`src/rtl/picomips_ctrl.sv`:
```
// picomips_ctrl: instruction decoder and sequencing controller for picoMIPS.
// Decodes the current instruction and drives the PC strobes, the branch operand,
// the register-file write enable and the ALU controls. It holds the zero flag,
// a two-flop switch synchroniser and a RUN / WAIT_PRESS / WAIT_RELEASE / HALT state.
// Ports:
//   clk, nreset        clock, asynchronous active-low reset
//   instr              instruction word; opcode is in the top 4 bits
//   alu_zero           ALU result-is-zero, valid in the same cycle as instr
//   sw                 asynchronous user switch
//   PCincr/PCabsbranch/PCrelbranch  PC strobes, at most one high
//   Branchaddr         low Psize bits of instr (absolute target or offset)
//   w, imm, alu_op     register-file write, immediate select, ALU function
//   halted, illegal    HALT state flag, undefined-opcode flag
// Outputs are combinational so the PC acts on them at the next edge.
module picomips_ctrl #(
    parameter int unsigned Psize = 5,
    parameter int unsigned Isize = 20
) (
    input  logic             clk,
    input  logic             nreset,
    input  logic [Isize-1:0] instr,
    input  logic             alu_zero,
    input  logic             sw,
    output logic             PCincr,
    output logic             PCabsbranch,
    output logic             PCrelbranch,
    output logic [Psize-1:0] Branchaddr,
    output logic             w,
    output logic             imm,
    output logic [1:0]       alu_op,
    output logic             halted,
    output logic             illegal
);

    localparam int unsigned OpW = 4;

    localparam logic [1:0] AluAdd  = 2'b00;
    localparam logic [1:0] AluSub  = 2'b01;
    localparam logic [1:0] AluMul  = 2'b10;
    localparam logic [1:0] AluPass = 2'b11;

    typedef enum logic [1:0] {
        S_RUN          = 2'd0,
        S_WAIT_PRESS   = 2'd1,
        S_WAIT_RELEASE = 2'd2,
        S_HALT         = 2'd3
    } state_t;

    state_t           r_state;
    state_t           w_state_nxt;
    logic             r_zf;
    logic             w_zf_load;
    logic             r_sw_meta;
    logic             r_sw_s;
    logic [OpW-1:0]   w_op;
    logic             w_unused_instr;

    assign w_op           = instr[Isize-1 -: OpW];
    // Middle instruction bits are the datapath's business, not the controller's.
    assign w_unused_instr = ^instr;

    // State, zero flag and switch synchroniser.
    always_ff @(posedge clk or negedge nreset) begin
        if (!nreset) begin
            r_state   <= S_RUN;
            r_zf      <= 1'b0;
            r_sw_meta <= 1'b0;
            r_sw_s    <= 1'b0;
        end else begin
            r_state   <= w_state_nxt;
            r_sw_meta <= sw;
            r_sw_s    <= r_sw_meta;
            if (w_zf_load) begin
                r_zf <= alu_zero;
            end
        end
    end

    // Decode and next-state logic; everything forced low while in reset.
    always_comb begin
        PCincr      = 1'b0;
        PCabsbranch = 1'b0;
        PCrelbranch = 1'b0;
        Branchaddr  = instr[Psize-1:0];
        w           = 1'b0;
        imm         = 1'b0;
        alu_op      = AluAdd;
        halted      = 1'b0;
        illegal     = 1'b0;
        w_zf_load   = 1'b0;
        w_state_nxt = r_state;

        unique case (r_state)
            S_RUN: begin
                case (w_op)
                    4'h0: PCincr = 1'b1;
                    4'h1, 4'h2, 4'h3, 4'h4, 4'h5, 4'h6: begin
                        PCincr    = 1'b1;
                        w         = 1'b1;
                        w_zf_load = 1'b1;
                        imm       = (w_op == 4'h2) || (w_op == 4'h4) || (w_op == 4'h6);
                        if (w_op == 4'h1 || w_op == 4'h2)      alu_op = AluAdd;
                        else if (w_op == 4'h3 || w_op == 4'h4) alu_op = AluSub;
                        else                                    alu_op = AluMul;
                    end
                    4'h7: begin
                        PCrelbranch = r_zf;
                        PCincr      = ~r_zf;
                    end
                    4'h8: begin
                        PCrelbranch = ~r_zf;
                        PCincr      = r_zf;
                    end
                    4'h9: PCabsbranch = 1'b1;
                    4'hA: w_state_nxt = S_WAIT_PRESS;
                    4'hB: begin
                        PCincr = 1'b1;
                        w      = 1'b1;
                        imm    = 1'b1;
                        alu_op = AluPass;
                    end
                    4'hC: w_state_nxt = S_HALT;
                    default: begin
                        PCincr  = 1'b1;
                        illegal = 1'b1;
                    end
                endcase
            end
            S_WAIT_PRESS: begin
                if (r_sw_s) w_state_nxt = S_WAIT_RELEASE;
            end
            S_WAIT_RELEASE: begin
                // Advance the PC exactly once, on the release.
                if (!r_sw_s) begin
                    PCincr      = 1'b1;
                    w_state_nxt = S_RUN;
                end
            end
            S_HALT: halted = 1'b1;
            default: w_state_nxt = S_RUN;
        endcase

        if (!nreset) begin
            PCincr      = 1'b0;
            PCabsbranch = 1'b0;
            PCrelbranch = 1'b0;
            Branchaddr  = '0;
            w           = 1'b0;
            imm         = 1'b0;
            alu_op      = AluAdd;
            halted      = 1'b0;
            illegal     = 1'b0;
            w_zf_load   = 1'b0;
        end
    end

endmodule

```
`config.mk`:
```
export PLATFORM = sky130hd
export DESIGN_NAME = picomips_ctrl
export DESIGN_NICKNAME = d
export VERILOG_FILES = /design/src/rtl/picomips_ctrl.sv
export SDC_FILE = /design/constraint.sdc
export NUM_CORES = 1
export LEC_CHECK = 0
export BUFFER_PORTS_ARGS = -buffer_cell sky130_fd_sc_hd__buf_2
export CAP_MARGIN = 25
export CORE_MARGIN = 3
export CORE_UTILIZATION = 35
export DETAILED_ROUTE_END_ITERATION = 6
export GPL_TIMING_DRIVEN = 0
export PLACE_DENSITY = 0.73
export RECOVER_POWER = 50
export REMOVE_ABC_BUFFERS = 1
export SLEW_MARGIN = 20
export SYNTH_ARGS = -nofsm -noshare
export SYNTH_HDL_FRONTEND = slang
export SYNTH_SLANG_ARGS = --single-unit
```
`constraint.sdc`:
```
create_clock -name clk -period 1.45 [get_ports clk]
set_clock_uncertainty 0.05 [all_clocks]
set_input_delay 0.145 -clock clk [delete_from_list [all_inputs] [get_ports clk]]
set_output_delay 0.145 -clock clk [all_outputs]
set_load 0.02 [all_outputs]
```
After elaboration in Yosys (flattened, before gate mapping). Cells that the tools add are included.

Equal/unequal tests: 18. Muxes and demuxes: 34. Bitwise logic cells: 1. Reduce and logical (&&, ||, !) cells: 12.

Operator list (number): 4-bit == test (second input constant) (5); 1-bit two-way mux (20); 4-bit by 3-bit == test with 1-bit output (second input constant) (4); 13-bit OR reduction (1); 2-bit two-way mux (6); 4-bit by 2-bit == test with 1-bit output (second input constant) (2); 2-bit case mux with 2 select lines (2); 7-bit OR reduction (1); 1-bit case mux with 2 select lines (3); 2-bit case mux with 3 select lines (1); 6-bit OR reduction (1); 5-bit two-way mux (1); 2-bit == test (second input constant) (2); 4-bit by 1-bit == test with 1-bit output (second input constant) (1); 4-bit logical NOT (1); 1-bit logical OR (4); 2-bit != test (second input constant) (2); 4-bit AND reduction (1); 3-bit by 1-bit != test with 1-bit output (second input constant) (1); 1-bit case mux with 3 select lines (1); 3-bit nonzero test (1); 3-bit OR reduction (1); 2-bit by 1-bit == test with 1-bit output (second input constant) (1); 2-bit logical NOT (1); 1-bit NOT (1).

Register bits after elaboration: 5. Input bits: 24. Output and inout port bits: 14. Word-level logic and storage cells: 69.

Depth between registers and ports, before layout.
Depth after elaboration: 7. Mapped depth: 5. Depth with buffers taken out: 5.

Least setup slack after synthesis. OpenSTA, ideal clock, no wires.

Kind: flip-flop to output port. Start point: reg r_state[0]. End point: out PCabsbranch. Arrival time: 1.506 ns. Data required time: 1.255 ns. Path slack: -0.251 ns. Stages on the path, launching flop included: 5. Buffers on the path: 0. Cell sequence: dfrtp_1 inv_1 ha_1 nand2_1 nor4_1.

Longest elaborated chain between the ends: 3.

RTL lines: from (decl) (RTL line 49) `state_t r_state;`; from (signal assigned) (RTL line 70) `r_state <= w_state_nxt;`; 2-bit logical NOT (RTL line 93) `unique case (r_state)`; 1-bit two-way mux (RTL line 93); 1-bit two-way mux (RTL line 143) `if (!nreset) begin`; to (decl) (RTL line 25) `output logic PCabsbranch,`.

Every way passes these cells.

Final worst setup path.
Start point: reg r_zf. End point: out PCincr.

Longest elaborated chain between the ends: 4.

RTL lines: from (decl) (RTL line 51) `logic r_zf;`; from (signal assigned) (RTL line 74) `r_zf <= alu_zero;`; 1-bit NOT (RTL line 108) `PCincr = ~r_zf;`; 1-bit case mux with 3 select lines (*) (RTL line 95) `case (w_op)`; 1-bit case mux with 2 select lines (*) (RTL line 93); 1-bit two-way mux (*) (RTL line 143); to (decl) (RTL line 24) `output logic PCincr,`.

Mark *: on every way between the ends. The rest lies on a longest branch, timed or not.

==> reports/results.ini <==
[timing]
drv_slew=0
finalSetupViolCount=9
setup_ws_ns=-0.232
finalHoldViolCount=0
timing.fmax_mhz=594
timing.hold.ws_ns=0.0980
max_slew_margin_pct=70.7
finalCriticalPeriod_ns=1.68
tightest_slew_ns=0.437
rsz0062_at_grt=yes
fin_crit_sh_pct=116

[place]
dp_hpwl_um=946
numPortBuffers=26
gp_congestion=0.838

[setup_path]
critPathSlowestCell=or3b_1
max_stage_delay_ns=0.34
path_delay_family=compound AO/OA/AOI/OAI gates
critical_path.cell_chain=or3b_1, a31oi_1, a21oi_1, o22ai_1, buf_4
critPathMaxFanout=2
worstSetupEndpointType=primary output
start_kind=flop
worst-path-buf-inv=1
critical_path_class=reg2out
cp.arrival_ns=1.49
required_ns=1.25

[synth]
ys_ff_latch=5
syn_area_um2=531
synth_top_area_share_pct=23.6
synth_area_leaders=dfrtp_1 (24%), ha_1 (12%), and2_1 (8.3%)
synth_xor_area_share_pct=1.65
synth_most_common_cell=and2_1
yosys.area_share.simple_pct=30.9
synthAdderAreaFrac_pct=11.8
synth_top_cell_by_area=dfrtp_1
synth_edf_count=0
synth_cell_type_count=29
synth_top_family_by_area=simple AND/OR/NAND/NOR gates
synth-main-ff-cell=dfrtp_1
synth_mux_area_share_pct=8.02
yosys_warnings=0
syn_inst=68
synth-compound-area-share_pct=15.8
yosysSeqAreaShare_pct=23.6
synthArstFlopShare_pct=100
synth_commonest_cells=and2_1 (7), a21oi_1 (6), nand2_1 (6)
synth_area_per_cell_um2=7.80

[grt]
grt_overflow=0
grt_pass1_wl_um=2460
track_usage_pct=16.5
grt_pass1_vias=599
antenna_found_initial=0
grt_max_degree=13

[drt]
first_pass_iters=5
wl_per_cell_um=12.7
drt_wl_total_um=1520
drc=0
ant_nets=0
vias=629
drtIter0Drc=17
avgViaCountPerCell=5.29

[die]
io_pins=38
dieHeight_um=44.9
fp.coreArea_um2=1370
rows=13
start_util_pct=38.8
die-width_um=44.9
dieArea_um2=2020

[power]
cellPowerDensity_nw_per_um2=1330
netSwitchingPower_mw=0.473
p_sw_share_pct=39.9
p_int_mw=0.713
ir_drop_uv=821
clock_power_share_pct=12.9
total_power_mw=1.19
p_seq_share_pct=18.6
p_leak_nw=0.423
combPwrFrac_pct=68.5

[cells_and_area]
multi_input_area_um2=459
regArea_um2=125
syn2layout_area_growth_pct=67.7
drive_gt1_share_pct=49.0
final_nets=134
fillers=127
diodes=0

[status]
status=finished with violations
violations=setup timing

[clock_network]
clk_latency_ns=0.23
cts_buffers=3
cts_max_level=1
clockBufferDepth=2
clkTransAtPathRegs_ns=0.04
cts.sinks=5
tritoncts=built
clock-root-buffer=clkbuf_4

[run]
drv_cap=0

[hold_path]
worstHoldPathType=in2reg

-- worst reg2reg max path, cell delays in order, from the launching register on --
cell and delay, ns:
dfrtp_1 0.41, buf_4 0.15, ha_2 0.18, mux2_4 0.27, a211o_1 0.27, mux2i_1 0.14
-- final cells by class --
cell class	instances	area share (%)
flip-flops and latches	5	14.1
repair buffers	35	27.6
clock buffers	4	2.95
inverters	4	1.69
well taps	15	2.11
multi-input cells	56	51.6
-- cells in the final DEF (no fill, tap or decap), types with 2 or more instances in the layout --
master and count:
and2_1 7, buf_4 9, mux2_4 2, mux2i_1 2, buf_2 18, o21ai_1 3
nand3_1 2, dfrtp_1 5, inv_1 2, inv_2 2, nor2_1 4, buf_6 6
clkbuf_4 3, nand2_1 5, nand2_4 2, ha_1 2, ha_4 2, a21oi_1 4
dlygate4sd3_1 2, a21oi_2 2
-- power groups by stage --
stage | sequential [mW] | clock (mW) | combinational [mW]
after global placement | 0.228 | 0 | 0.404
final | 0.221 | 0.154 | 0.812
after floorplan | 0.219 | 0 | 0.303
after CTS | 0.217 | 0.163 | 0.703
after global routing | 0.227 | 0.171 | 0.881
after detailed placement | 0.232 | 0 | 0.425
-- state kept, by name (all words and copies together), names as in the netlist --
name       count
r_state        2
r_sw_meta      1
r_sw_s         1
r_zf           1
-- per-stage QoR --
stage | TNS (ns) | setup slack (ns) | util, % | instances | cell area, um^2
global placement | -0.656 | -0.200 | 47.6 | 105 | 651
global route | -1.69 | -0.341 | 65.1 | 119 | 890
CTS | -0.934 | -0.246 | 61.4 | 117 | 840
detailed placement | -1.02 | -0.264 | 47.6 | 105 | 651
floorplan | -0.613 | -0.251 | - | 64 | 502
finish | -1.05 | -0.232 | 65.1 | 119 | 890
-- metal layers --
layer	vias to the layer above	GRT usage (%)	wire length [um]
li1	307	-	-
met3	2	3.59	123
met1	293	18.7	617
met5	-	0	0
met2	27	28.5	764
met4	0	8.77	9
-- cell families (layout without fill, tap and decap cells) --
family	after synthesis	count (layout)
AO/OA/AOI/OAI	14	14
flip-flops	5	5
adder cells (fa/ha/maj)	5	5
XOR/XNOR	1	1
AND/OR/NAND/NOR	31	32
multiplexers	4	4
buffers and inverters	8	43
-- worst paths after layout --
path / start / end / slack, ns / depth (start not counted)
min in group asynchronous: nreset / r_state[0] / 0.43 / 2
hold / removal: alu_zero / r_zf / 0.1 / 2
setup / recovery: r_zf / PCincr / -0.23 / 5
setup reg to reg: r_state[0] / r_state[1] / -0.14 / 5
hold reg to reg: r_sw_meta / r_sw_s / 0.31 / 0
max in group asynchronous: nreset / r_sw_meta / 0.73 / 2
-- repair_timing --
action | 4_1_cts | 5_1_grt
setup buffers | 5 | 2
gates cloned | 1 | 0
hold buffers | 2 | 0
hold endpoints to repair | 6 | 0
endpoints found under the setup margin | 11 | 12
gates resized for setup | 27 | 8
pin swaps | 8 | 4
No activity file was read; power rests on OpenSTA's default activity.
